[config.mk]
export PLATFORM = sky130hd
export DESIGN_NAME = pe_array_ctrl
export DESIGN_NICKNAME = d
export VERILOG_FILES = /design/src/rtl/pe_pkg.sv /design/src/rtl/pe_ctrl_delay.sv /design/src/rtl/pe_array_ctrl.sv
export SDC_FILE = /design/constraint.sdc
export NUM_CORES = 1
export LEC_CHECK = 0
export ABC_AREA = 1
export BUFFER_PORTS_ARGS = -buffer_cell sky130_fd_sc_hd__buf_2
export CELL_PAD_IN_SITES_DETAIL_PLACEMENT = 1
export CELL_PAD_IN_SITES_GLOBAL_PLACEMENT = 2
export CORE_AREA = 2 2 403 405
export CTS_BUF_LIST = sky130_fd_sc_hd__clkbuf_16
export CTS_CLUSTER_DIAMETER = 150
export DETAILED_ROUTE_END_ITERATION = 10
export DIE_AREA = 0 0 405 407
export PLACE_DENSITY = 0.43
export REMOVE_ABC_BUFFERS = 1
export SLEW_MARGIN = 15
export SYNTH_ARGS = -nofsm -noshare
export SYNTH_HDL_FRONTEND = slang
export SYNTH_SLANG_ARGS = --single-unit
[constraint.sdc]
create_clock -name clk -period 16.35 [get_ports clk]
set_input_delay 0.8175 -clock clk [delete_from_list [all_inputs] [get_ports clk]]
set_output_delay 0.8175 -clock clk [all_outputs]
set_load 0.1 [all_outputs]
[src/rtl/pe_pkg.sv]
// Shared types for the PE array and its command sequencer: opcode/algorithm
// encodings, the array pipeline latency and the controller state encoding.
package pe_pkg;

    typedef enum logic [4:0] {
        INSTR_NTT    = 5'd0,
        INSTR_INTT   = 5'd1,
        INSTR_KMAC   = 5'd2,
        INSTR_PWM    = 5'd3,
        INSTR_ADD    = 5'd4,
        INSTR_SUB    = 5'd5,
        INSTR_BYPASS = 5'd31
    } pe_instr_t;

    typedef enum logic [4:0] {
        ALG_KEM_512  = 5'd0,
        ALG_KEM_768  = 5'd1,
        ALG_KEM_1024 = 5'd2,
        ALG_DSA_44   = 5'd3,
        ALG_DSA_65   = 5'd4,
        ALG_DSA_87   = 5'd5
    } pe_alg_t;

    // Cycles from a beat entering pe_array.data_in to its result on data_out.
    localparam int PE_PIPE_LAT = 6;

    typedef enum logic [1:0] {
        IDLE  = 2'd0,
        ISSUE = 2'd1,
        DRAIN = 2'd2,
        DONE  = 2'd3
    } ctrl_state_t;

endpackage

[src/rtl/pe_ctrl_delay.sv]
// Valid-only delay line that follows each beat through the PE array pipeline;
// its output marks the cycle in which the matching result must be written.
module pe_ctrl_delay #(
    parameter int DEPTH = 6
) (
    input  logic clk,
    input  logic rst,
    input  logic valid_in,
    output logic valid_out
);

    logic [DEPTH-1:0] taps_q;

    always_ff @(posedge clk or posedge rst) begin
        if (rst) begin
            taps_q <= '0;
        end else begin
            taps_q[0] <= valid_in;
            for (int i = 1; i < DEPTH; i++) begin
                taps_q[i] <= taps_q[i-1];
            end
        end
    end

    assign valid_out = taps_q[DEPTH-1];

endmodule

[src/rtl/pe_array_ctrl.sv]
// Command sequencer for the PE array: streams operand words from memory into the
// array one beat per cycle and writes the array results back to result memory.
module pe_array_ctrl
    import pe_pkg::*;
#(
    parameter int WIDTH    = 24,
    parameter int NUM      = 4,
    parameter int IN_NUM   = 3,
    parameter int OUT_NUM  = 2,
    parameter int ADDR_W   = 8,
    parameter int LEN_W    = 8,
    parameter int PIPE_LAT = PE_PIPE_LAT
) (
    input  logic                         clk,
    input  logic                         rst,
    input  logic                         cmd_valid,
    output logic                         cmd_ready,
    input  logic [4:0]                   cmd_instr,
    input  logic [4:0]                   cmd_alg,
    input  logic [LEN_W-1:0]             cmd_len,
    input  logic [ADDR_W-1:0]            cmd_src,
    input  logic [ADDR_W-1:0]            cmd_dst,
    output logic                         rd_en,
    output logic [ADDR_W-1:0]            rd_addr,
    input  logic [NUM*IN_NUM*WIDTH-1:0]  rd_data,
    output logic [4:0]                   pe_instr,
    output logic [4:0]                   pe_alg,
    output logic [NUM*IN_NUM*WIDTH-1:0]  pe_data_in,
    input  logic [NUM*OUT_NUM*WIDTH-1:0] pe_data_out,
    output logic                         wr_en,
    output logic [ADDR_W-1:0]            wr_addr,
    output logic [NUM*OUT_NUM*WIDTH-1:0] wr_data,
    output logic                         busy,
    output logic                         done
);

    localparam int DIN_W = NUM * IN_NUM * WIDTH;

    ctrl_state_t       state_q;
    ctrl_state_t       state_d;
    pe_instr_t         instr_q;
    pe_alg_t           alg_q;
    logic [LEN_W-1:0]  len_q;
    logic [ADDR_W-1:0] src_q;
    logic [LEN_W-1:0]  rd_cnt_q;
    logic [LEN_W-1:0]  wr_cnt_q;
    logic [ADDR_W-1:0] wr_addr_q;
    logic              rd_valid_q;
    logic              beat_valid_q;
    logic [DIN_W-1:0]  data_in_q;
    logic              wr_valid;
    logic              accept;
    logic              last_rd;
    logic              last_wr;

    assign accept  = cmd_valid && (state_q == IDLE);
    assign last_rd = (rd_cnt_q == len_q - LEN_W'(1));
    assign last_wr = wr_valid && (wr_cnt_q == len_q - LEN_W'(1));

    always_ff @(posedge clk or posedge rst) begin
        if (rst) begin
            state_q <= IDLE;
        end else begin
            state_q <= state_d;
        end
    end

    // A zero-length command skips straight to DONE so it still produces a done pulse.
    always_comb begin
        state_d   = state_q;
        cmd_ready = 1'b0;
        rd_en     = 1'b0;
        busy      = 1'b1;
        done      = 1'b0;
        case (state_q)
            IDLE: begin
                busy      = 1'b0;
                cmd_ready = 1'b1;
                if (cmd_valid) begin
                    state_d = (cmd_len == '0) ? DONE : ISSUE;
                end
            end
            ISSUE: begin
                rd_en = 1'b1;
                if (last_rd) begin
                    state_d = DRAIN;
                end
            end
            DRAIN: begin
                if (last_wr) begin
                    state_d = DONE;
                end
            end
            DONE: begin
                done    = 1'b1;
                state_d = IDLE;
            end
            default: begin
                state_d = IDLE;
            end
        endcase
    end

    // Opcode and algorithm stay on the array until the next command replaces them.
    always_ff @(posedge clk or posedge rst) begin
        if (rst) begin
            instr_q <= INSTR_BYPASS;
            alg_q   <= ALG_KEM_512;
            len_q   <= '0;
            src_q   <= '0;
        end else if (accept) begin
            instr_q <= pe_instr_t'(cmd_instr);
            alg_q   <= pe_alg_t'(cmd_alg);
            len_q   <= cmd_len;
            src_q   <= cmd_src;
        end
    end

    always_ff @(posedge clk or posedge rst) begin
        if (rst) begin
            rd_cnt_q <= '0;
        end else if (accept) begin
            rd_cnt_q <= '0;
        end else if (state_q == ISSUE) begin
            rd_cnt_q <= rd_cnt_q + LEN_W'(1);
        end
    end

    assign rd_addr = src_q + ADDR_W'(rd_cnt_q);

    // Operand words arrive one cycle after the read strobe; idle cycles present zero.
    always_ff @(posedge clk or posedge rst) begin
        if (rst) begin
            rd_valid_q   <= 1'b0;
            beat_valid_q <= 1'b0;
            data_in_q    <= '0;
        end else begin
            rd_valid_q   <= rd_en;
            beat_valid_q <= rd_valid_q;
            data_in_q    <= rd_valid_q ? rd_data : '0;
        end
    end

    pe_ctrl_delay #(
        .DEPTH (PIPE_LAT)
    ) u_delay (
        .clk       (clk),
        .rst       (rst),
        .valid_in  (beat_valid_q),
        .valid_out (wr_valid)
    );

    always_ff @(posedge clk or posedge rst) begin
        if (rst) begin
            wr_addr_q <= '0;
            wr_cnt_q  <= '0;
        end else if (accept) begin
            wr_addr_q <= cmd_dst;
            wr_cnt_q  <= '0;
        end else if (wr_valid) begin
            wr_addr_q <= wr_addr_q + ADDR_W'(1);
            wr_cnt_q  <= wr_cnt_q + LEN_W'(1);
        end
    end

    assign pe_instr   = instr_q;
    assign pe_alg     = alg_q;
    assign pe_data_in = data_in_q;
    assign wr_en      = wr_valid;
    assign wr_addr    = wr_addr_q;
    assign wr_data    = pe_data_out;

endmodule
==> summary.txt <==
Setup Fix Bufs, Post-CTS - 0
CTS Buffer Depth - 3
Placement Setup Slack - 12.13 ns
Most common cell on crit path - o21ai_0
Least-Margin Pin Slew - 0.864 ns
Initial antenna violation count - 31
Startpoint types - register
Clk_skew - 0.0354 ns
Worst path slowest cell - buf_2
Core area - 0.160 mm²
Initial Utilization - 0.0888
Crit path cell chain - ha_1, inv_1, fa_1, o21ai_0, a21oi_1, o21ai_0, xor2_1, buf_2
Synth unique cells - 32
Worst setup margin - 12.58 ns
Leading area contributor after synthesis - dfrtp_1
Post-route ant nets - 0
Post-Syn Instances - 1512
Main synth FF type - dfrtp_1
FF+latch count, synth - 348
Crit Path Class - register to output pin
Number of I/O port buffers - 643
Relative slew slack - 0.424
Overall Global Routing Usage - 0.145
Max Fclk - 266 MHz
Slowest stage delay, CP - 0.46 ns
Design Area, Final - 0.0202 mm²
First-pass DRT Iterations - 5
MaxCap Viol Count - 0
Reg-to-Reg Start - rd_valid_q
FP Rows - 147
Worst path arrival time - 2.95 ns
# resized after CTS - 0
Total die area - 0.165 mm²
Placed insts - 4093
Die height - 407 µm
Vias in the first global route - 12728
Synth area leaders - dfrtp_1 (60%), nand2_1 (11%), buf_4 (10%)
Worst-Skew Late Latency - 0.63 ns
Fillcell total - 19097
Initial DRC Count - 861
Ys Warns - 0
Synth Cell Area - 0.0142 mm²
Clock tree from TritonCTS - built
HPWL Detailed - 101000 µm
Worst reg2reg path depth - 5
PwrDens - 242 mW/mm²
Max FO, Critical Path - 5
Clock root buffer - clkbuf_16
RR Endpoint - pe_data_in[194]
Peak VDD IR - 111 µV
RSZ-0062 raised after global routing - false
Synth-to-Final Area Change - 42.1%
TNS Setup - 0 ns
Critical Path RT - 15.53 ns
Routed vias - 12489
Hold_ws - 0.300 ns
Routed Wire Length - 124000 µm
CTS hold repair buffers - 0
Mean area per synthesized cell - 9.41 µm²
Run status - finished clean
EDFF count, synth - 0
Post-DR wirelength/cell - 29.6 µm
Seq/Total Area, Yosys - 0.612
Remaining global-route overflow - 0
CTS Buf Count - 51
Leak Pwr - 12.2 nW
H-tree depth - 2
Register-to-register setup slack - 13.13 ns
Die W - 405 µm
Gp weighted congestion - 0.776
Min Tclk post-route - 3.77 ns
Commonest cells in the synthesized netlist - nand2_1 (418), dfrtp_1 (343), inv_1 (335)
Clock sinks - 348
Final Setup Violations - 0
PnR Total Power - 4.89 mW
First-pass GRT wire length - 151000 µm
Ant diodes - 0
Largest net degree at the start of global routing - 99
Async S/R FF share, synth - 1.00
Share of cells above drive strength 1 - 0.368
Final hold vios - 0
# DRC - 0
Clk pin slew, worst setup/hold paths - 0.06 ns
Hold Path Class - primary input to async pin
Post-Place Cell Area - 0.0186 mm²
Final std cells w/o fill - 4185
I/O Pins - 1028
Max-slew violation count - 0
Most common cell in the netlist - nand2_1
Worst Setup End Kind - output pin
Share of the synthesized area in the top cell type - 0.603
Tcrit/Tclk final - 0.230
Final Core Density - 0.126
# nets final - 2519
Vias/cell - 2.98
==> cell usage in the layout, fill, tap and decap left out, types with 2 or more instances in the layout <==
cell        netlist  layout
nand4_1           4       4
a31oi_1           2       2
clkinv_1          0       6
inv_2             2       2
dfstp_2           5       5
a211oi_1          4       4
nor3_1            6       6
inv_1           335     350
clkinvlp_4        0       5
inv_6             0       4
buf_2            16     643
nand3_1          35      35
xnor2_1           3       3
a21oi_1          15      15
clkbuf_16         0      51
nor2_1           37      37
ha_1             15      15
or2_2             4       4
dfrtp_1         343     342
bufinv_16         0       4
buf_4           193      11
xor2_1            8       8
nand2_2           3       4
nor2_2            3       3
o221ai_1          2       2
clkinv_2          0       5
nand2_1         418     417
o21ai_0          27      27
==> logic make-up (layout without fill, tap and decap cells) <==
family | after synthesis | count (layout) | synth area share
fa+ha+maj | 16 | 16 | 0.0146
simple gates | 513 | 513 | 0.143
flops | 348 | 348 | 0.612
compound gates | 54 | 54 | 0.0210
xor+xnor | 11 | 11 | 0.00677
buf+inv | 570 | 1083 | 0.203
==> state kept, by name, summed over array words and instances, names as in the netlist <==
register        flops
pe_data_in        288
wr_cnt_q            8
src_q               8
beat_valid_q        1
rd_valid_q          1
wr_addr             8
u_delay.taps_q      6
pe_instr            5
rd_cnt_q            8
pe_alg              5
len_q               8
state_q             2
==> area by class of cell <==
class	instances	area [µm²]	share of cell area
sequential	348	8720	0.431
timing repair buffer	654	3300	0.163
tap	2160	2700	0.134
multi-input combinational	594	2630	0.130
clock buffer	51	1280	0.0631
inverter	337	1270	0.0629
clock inverter	41	320	0.0158
==> worst max-delay path, delay by kind of cell (launching register included) <==
family                   cells  cell delay, ns
AO/OA/AOI/OAI                3            0.65
XOR/XNOR                     1            0.16
adder cells (fa/ha/maj)      2            0.60
buffers and inverters        2            0.51
flip-flops                   1            0.43
==> metal layers <==
layer	wire length [µm]	GRT usage
met1	44500	0.149
met2	44000	0.176
met3	30400	0.176
met4	2040	0.0230
met5	2920	0.119
==> worst max-delay path by stage <==
stage,start,end,slack (ns),cells past startpoint
2_1_floorplan,rst,beat_valid_q,5.89,1
3_3_place_gp,rst,pe_data_in[128],12.10,5
3_5_place_dp,rst,pe_data_in[128],12.13,5
4_1_cts,rd_cnt_q[0],rd_addr[6],12.47,8
5_1_grt,rd_cnt_q[0],rd_addr[6],12.27,8
6_report,rd_cnt_q[0],rd_addr[6],12.58,8
==> power breakdown <==
part           total (mW)  switching [mW]  internal, mW  leakage [nW]
combinational        2.56            2.23         0.332          6.80
clock                1.09           0.457         0.629         0.828
sequential           1.25           0.147          1.10          4.56
(Power assumes the default switching activity.)
